==> config.mk <==
export PLATFORM = sky130hd
export DESIGN_NAME = gaussian_fir
export DESIGN_NICKNAME = d
export VERILOG_FILES = /design/src/rtl/gaussian_fir_pkg.sv /design/src/rtl/gaussian_fir_tap.sv /design/src/rtl/gaussian_fir.sv
export SDC_FILE = /design/constraint.sdc
export NUM_CORES = 2
export LEC_CHECK = 0
export BUFFER_PORTS_ARGS = -buffer_cell sky130_fd_sc_hd__buf_2
export CAP_MARGIN = 20
export CORE_MARGIN = 2
export CORE_UTILIZATION = 35
export CTS_BUF_LIST = sky130_fd_sc_hd__clkbuf_8
export CTS_CLUSTER_SIZE = 24
export DETAILED_ROUTE_END_ITERATION = 10
export PLACE_DENSITY = 0.5
export SKIP_CTS_REPAIR_TIMING = 1
export SYNTH_ARGS = -nofsm -noshare
export SYNTH_HDL_FRONTEND = slang
export SYNTH_SLANG_ARGS = --single-unit
==> constraint.sdc <==
create_clock -name clock -period 31.1 [get_ports clock]
set_input_delay 4.665 -clock clock [delete_from_list [all_inputs] [get_ports clock]]
set_output_delay 4.665 -clock clock [all_outputs]
set_load 0.01 [all_outputs]
==> src/rtl/gaussian_fir_pkg.sv <==
// Shared constants, coefficient type and Gaussian kernel for the 29-tap smoothing FIR.
// The kernel is Q8 and sums to 256, so the filter has unity DC gain.
package gaussian_fir_pkg;

   localparam int NCOEFS_FIXED = 29;
   localparam int COEF_WIDTH   = 16;
   localparam int COEF_FRAC    = 8;

   typedef logic signed [COEF_WIDTH-1:0] coef_t;

   localparam coef_t GAUSS_COEFS [0:NCOEFS_FIXED-1] = '{
      16'sd0,  16'sd0,  16'sd0,  16'sd1,  16'sd1,  16'sd2,  16'sd3,  16'sd6,
      16'sd8,  16'sd12, 16'sd15, 16'sd19, 16'sd23, 16'sd25, 16'sd26, 16'sd25,
      16'sd23, 16'sd19, 16'sd15, 16'sd12, 16'sd8,  16'sd6,  16'sd3,  16'sd2,
      16'sd1,  16'sd1,  16'sd0,  16'sd0,  16'sd0
   };

   // Double the sample width leaves ample headroom for 29 Q8 products.
   function automatic int acc_width(input int sample_width);
      return 2 * sample_width;
   endfunction

endpackage

==> src/rtl/gaussian_fir_tap.sv <==
// One delay-line stage of the FIR: a sample register and its constant-coefficient product.
module gaussian_fir_tap
   import gaussian_fir_pkg::*;
#(
   parameter int    WIDTH = 32,
   parameter coef_t COEF  = '0
) (
   input  logic                              clock,
   input  logic                              nreset,
   input  logic signed [WIDTH-1:0]           x_in,
   output logic signed [WIDTH-1:0]           x_out,
   output logic signed [WIDTH+COEF_WIDTH-1:0] prod
);

   localparam int PW = WIDTH + COEF_WIDTH;

   logic signed [WIDTH-1:0] x_d;
   logic signed [WIDTH-1:0] x_q;
   logic signed [PW-1:0]    x_ext;
   logic signed [PW-1:0]    coef_ext;

   always_comb begin
      x_d = x_in;
   end

   always_ff @(posedge clock) begin
      if (!nreset) begin
         x_q <= '0;
      end else begin
         x_q <= x_d;
      end
   end

   // Both operands are sign-extended first so the full-width product is exact.
   always_comb begin
      x_ext    = PW'(x_q);
      coef_ext = PW'(COEF);
      prod     = x_ext * coef_ext;
   end

   assign x_out = x_q;

endmodule

==> src/rtl/gaussian_fir.sv <==
// 29-tap Gaussian smoothing FIR, direct form, one sample in and one registered sample out per clock.
module gaussian_fir
   import gaussian_fir_pkg::*;
#(
   parameter int WIDTH  = 32,
   parameter int NCOEFS = 29
) (
   input  logic                    clock,
   input  logic                    nreset,
   input  logic signed [WIDTH-1:0] xn,
   output logic signed [WIDTH-1:0] yn
);

   localparam int PW    = WIDTH + COEF_WIDTH;
   localparam int ACC_W = acc_width(WIDTH);

   if (NCOEFS != NCOEFS_FIXED) begin : g_bad_ncoefs
      $error("gaussian_fir: NCOEFS must be 29, the coefficient table is fixed");
   end

   logic signed [WIDTH-1:0] tap_in [NCOEFS];
   logic signed [WIDTH-1:0] x      [NCOEFS];
   logic signed [PW-1:0]    prod   [NCOEFS];
   logic signed [ACC_W-1:0] acc;
   logic signed [WIDTH-1:0] yn_d;
   logic signed [WIDTH-1:0] yn_q;

   assign tap_in[0] = xn;

   for (genvar k = 0; k < NCOEFS; k++) begin : g_tap
      if (k > 0) begin : g_chain
         assign tap_in[k] = x[k-1];
      end

      gaussian_fir_tap #(
         .WIDTH (WIDTH),
         .COEF  (GAUSS_COEFS[k])
      ) u_tap (
         .clock  (clock),
         .nreset (nreset),
         .x_in   (tap_in[k]),
         .x_out  (x[k]),
         .prod   (prod[k])
      );
   end

   // Arithmetic shift floors toward minus infinity; the result always fits in WIDTH.
   always_comb begin
      acc = '0;
      for (int k = 0; k < NCOEFS; k++) begin
         acc = acc + ACC_W'(prod[k]);
      end
      yn_d = WIDTH'(acc >>> COEF_FRAC);
   end

   always_ff @(posedge clock) begin
      if (!nreset) begin
         yn_q <= '0;
      end else begin
         yn_q <= yn_d;
      end
   end

   assign yn = yn_q;

endmodule

==> results.txt <==
The buffer levels on the longest clock path is 3. The tightest min-delay check is of the reg2reg type. The largest single stage delay on the critical path is 0.74 ns. The final layout contains about 10k nets. Summed over all nets, the half-perimeter wirelength after detailed placement is 179 mm. In the detailed route, the total length drawn on met3 is 5.60 mm.

The net count after synthesis is 9,767. In this run the mean area of a mapped cell was 10.7 sq um. The post-route netlist has just under 5% of its cells at a drive strength greater than 1.

The global-route wire length before repair is approximately 330 mm. The required time at the worst-slack endpoint is roughly 32 ns. The number of rows in the core area is 173. The detail route stage leaves a number of antenna-violating nets equal to 0. The average wire length per cell after detail routing came out at 19.7 um. The slowest stage of the critical path belongs to the cell sky130_fd_sc_hd__a21oi_1.

The overall track demand over capacity in global routing came out at around 19%. The wire length on met1 is 86.0 mm. In the detailed route, the total length drawn on met2 is ~110 mm. The worst setup path is launched from a flip-flop.

The die is around 480 um wide. By startpoint and endpoint, the worst setup path is classified as reg2reg. The cell area that synthesis handed to floorplanning was between 0.07 and 0.08 sq mm. The count of distinct cell types in the synthesized netlist came out at 75. Setup repair after global routing left no endpoint under its margin. In the synthesized netlist the async set-or-reset flop fraction comes to 0%. In this run, synthesis inferred 0 flip-flops with an integrated enable. STA classifies the critical path endpoint as a flip-flop.

The flop and latch count out of synthesis is ~860. The startpoint identified for the worst hold timing path is g_tap[2].u_tap.x_out[24]. By instance count, the cell type seen most on the critical path is sky130_fd_sc_hd__fa_1. The completed layout was analyzed and its total power is roughly 2.5 mW. The final core area utilization came out at 38.6%. Based on the critical path, the design can be clocked at up to 84.2 MHz. Max-cap violations in this run came to 0.

The clock insertion delay at the later pin of the skew report came out at 0.96 ns. The number of global-route vias before repair came out at approximately 53k. The number of DRC violations after detailed routing came out at 0. The last weighted congestion value of the routability-driven placer came out at 0.884. The most common flop cell mapped by yosys is sky130_fd_sc_hd__dfxtp_1. The clock drives 864 sinks.

For the final routed database, the setup TNS stands at 0 ns. The most frequently used cell type in the post-synthesis netlist is sky130_fd_sc_hd__inv_1. The transition time at the pin with the least slew margin is around 1.1 ns. The area inside the core boundary came out at 0.222 sq mm. Once layout is done, the placed cells without fillers occupy 0.0856 sq mm. The global-route congestion overflow total came out at 0. The run finished with clean final reports. The portion of the post-synthesis area used by sequential elements is 22.2%. The initial standard-cell utilization of the core is 35.1%. The detailed router used layers up to and including met4. The final worst-path cycle share is 38.2%. The height of the chip came out at approximately 480 um. The quantity of I/O buffers inserted on ports came out at 65. After clock tree synthesis, the clock-pin slew on the worst setup and hold paths is around 0.060 ns. The cell area power density is 29.0 mW/mm^2.

The Yosys step of the flow raised 0 warnings. The worst-path maximum fanout came out at 6. The pin count of the biggest net entering global routing is approximately 180. The worst hold slack is 0.406 ns. The boundary pin count is 66. The reg-to-reg setup timing slack is 19.23 ns.

The number of levels in the clock H-tree is 4. After synthesis, the most frequently instantiated cells are sky130_fd_sc_hd__inv_1, sky130_fd_sc_hd__fa_1, sky130_fd_sc_hd__ha_1, sky130_fd_sc_hd__dfxtp_1, sky130_fd_sc_hd__and2_1. Summed over its instances, the top area cell type makes up a little under two fifths of the synthesized netlist area.

The peak supply drop is ~0.043 mV. The post-route clock skew is 0.0795 ns. In this run the clock root is driven by a sky130_fd_sc_hd__clkbuf_8. The cell leakage power came out at 42.3 nW.

The final layout contains routed wiring with a total length of 209 mm. Measured against its own limit, the worst slew margin works out to a little over a quarter. The violation count after the first detailed-routing iteration is 1,994. The floorplan die area came out at approximately 0.23 sq mm. The routed layout has 46.2k vias. The via density per instance came out at 4.36. The most critical setup path has its startpoint at g_tap[14].u_tap.x_out[0]. The number of failing hold endpoints at the final stage came out at 0. The synthesized design spends more area on one cell type than any other, namely sky130_fd_sc_hd__fa_1. The cell count after synthesis came out at 7,317. The initial antenna violation count was 6. The growth of design area from synthesis to finish came out at 9.72%.

The final count of negative-setup-slack endpoints came out at 0. The startpoint identified for the worst register-to-register timing path is g_tap[14].u_tap.x_out[0]. The data arrival time of the critical path is between 10 and 15 ns.

The final max-slew violation count came out at 0. The final critical-path required period is around 12 ns. The first detailed-routing pass took 8 iterations.

Summing all placed instances gives a cell area of 0.0818 sq mm. TritonCTS built the clock tree. Sorting the synthesized cells by area gives the leading types as sky130_fd_sc_hd__fa_1, sky130_fd_sc_hd__dfxtp_1, sky130_fd_sc_hd__ha_1. The number of clock buffers added by TritonCTS is 169.
-- logic make-up after synthesis --
kind of cell             count (synthesis)  synth area share [%]
AO/OA/AOI/OAI                          459                  3.91
multiplexers                             4                0.0530
AND/OR/NAND/NOR                       1193                  8.11
adder cells (fa/ha/maj)               2416                  53.0
flip-flops                             864                  22.2
XOR/XNOR                               200                  2.25
buffers and inverters                 2181                  10.5
-- final cells by class --
type	count	area, sq um
fill	22122	136000
sequential	864	17300
antenna	5	12.5
clock buffer	214	2950
clock inverter	92	830
tap	2975	3720
timing repair buffer	74	428
multi-input combinational	4272	52500
inverter	2084	7830
-- through the flow --
step                setup WS, ns  std cells
finish                     19.23      10580
global placement           19.31      10269
CTS                        19.16      10575
global route               18.61      10578
detailed placement         19.30      10269
floorplan                  20.55       7317
-- sequential cells by signal, summed over array words and instances, names as in the netlist --
name	count
g_tap.u_tap.x_out	832
yn	32
-- layout by cell type, fill, tap and decap left out, types with 5 or more instances in the layout --
cell type                      n
sky130_fd_sc_hd__clkbuf_8    214
sky130_fd_sc_hd__nand4_1      12
sky130_fd_sc_hd__o31ai_1       9
sky130_fd_sc_hd__nor3b_1       5
sky130_fd_sc_hd__o21a_1       26
sky130_fd_sc_hd__a21o_1       68
sky130_fd_sc_hd__fa_1       1477
sky130_fd_sc_hd__and3_1       14
sky130_fd_sc_hd__o21bai_1     17
sky130_fd_sc_hd__nand2b_1     27
sky130_fd_sc_hd__o2111ai_1     8
sky130_fd_sc_hd__o211ai_1     10
sky130_fd_sc_hd__clkinv_2     29
sky130_fd_sc_hd__buf_2        64
sky130_fd_sc_hd__nand2_1      81
sky130_fd_sc_hd__nor2_1      367
sky130_fd_sc_hd__o21ai_1       5
sky130_fd_sc_hd__bufinv_16    12
sky130_fd_sc_hd__nand3_1      31
sky130_fd_sc_hd__diode_2       5
sky130_fd_sc_hd__dfxtp_1     864
sky130_fd_sc_hd__or3_1        13
sky130_fd_sc_hd__inv_1      2116
sky130_fd_sc_hd__xnor2_1     112
sky130_fd_sc_hd__a211oi_1     12
sky130_fd_sc_hd__buf_4         7
sky130_fd_sc_hd__o21ai_0      72
sky130_fd_sc_hd__nor2b_1      25
sky130_fd_sc_hd__or2_2         6
sky130_fd_sc_hd__inv_8         5
sky130_fd_sc_hd__and2_1      568
sky130_fd_sc_hd__a21oi_1     150
sky130_fd_sc_hd__a2111oi_0     5
sky130_fd_sc_hd__xor2_1       88
sky130_fd_sc_hd__a31oi_1      18
sky130_fd_sc_hd__nor3_1       29
sky130_fd_sc_hd__ha_1        939
-- final timing paths --
path,end,cells past startpoint
setup reg to reg,yn[25],36
hold / removal,g_tap[3].u_tap.x_out[24],1
setup / recovery,yn[25],36
hold reg to reg,g_tap[3].u_tap.x_out[24],1
-- critical path: cells and delay by family (launching register included) --
family,cells,cell delay (ns)
AO/OA/AOI/OAI,13,3.36
AND/OR/NAND/NOR,3,0.72
adder cells (fa/ha/maj),15,6.51
flip-flops,1,0.50
XOR/XNOR,2,0.41
buffers and inverters,3,0.15
-- per-layer routing --
layer  track usage, %  vias to the layer above
met5                0                        -
met4             5.60                        0
met3             2.44                      235
met2             35.9                      596
met1             23.4                    23333
li1                 -                    22004
-- report_power, final --
| group | switching, mW | internal, mW | total (mW) |
|---|---|---|---|
| Clock | 0.568 | 0.727 | 1.29 |
| Combinational | 0.0455 | 0.0224 | 0.0680 |
| Sequential | 0.00270 | 1.11 | 1.12 |
| Total | 0.616 | 1.86 | 2.48 |
No activity file was read; power rests on OpenSTA's default activity.
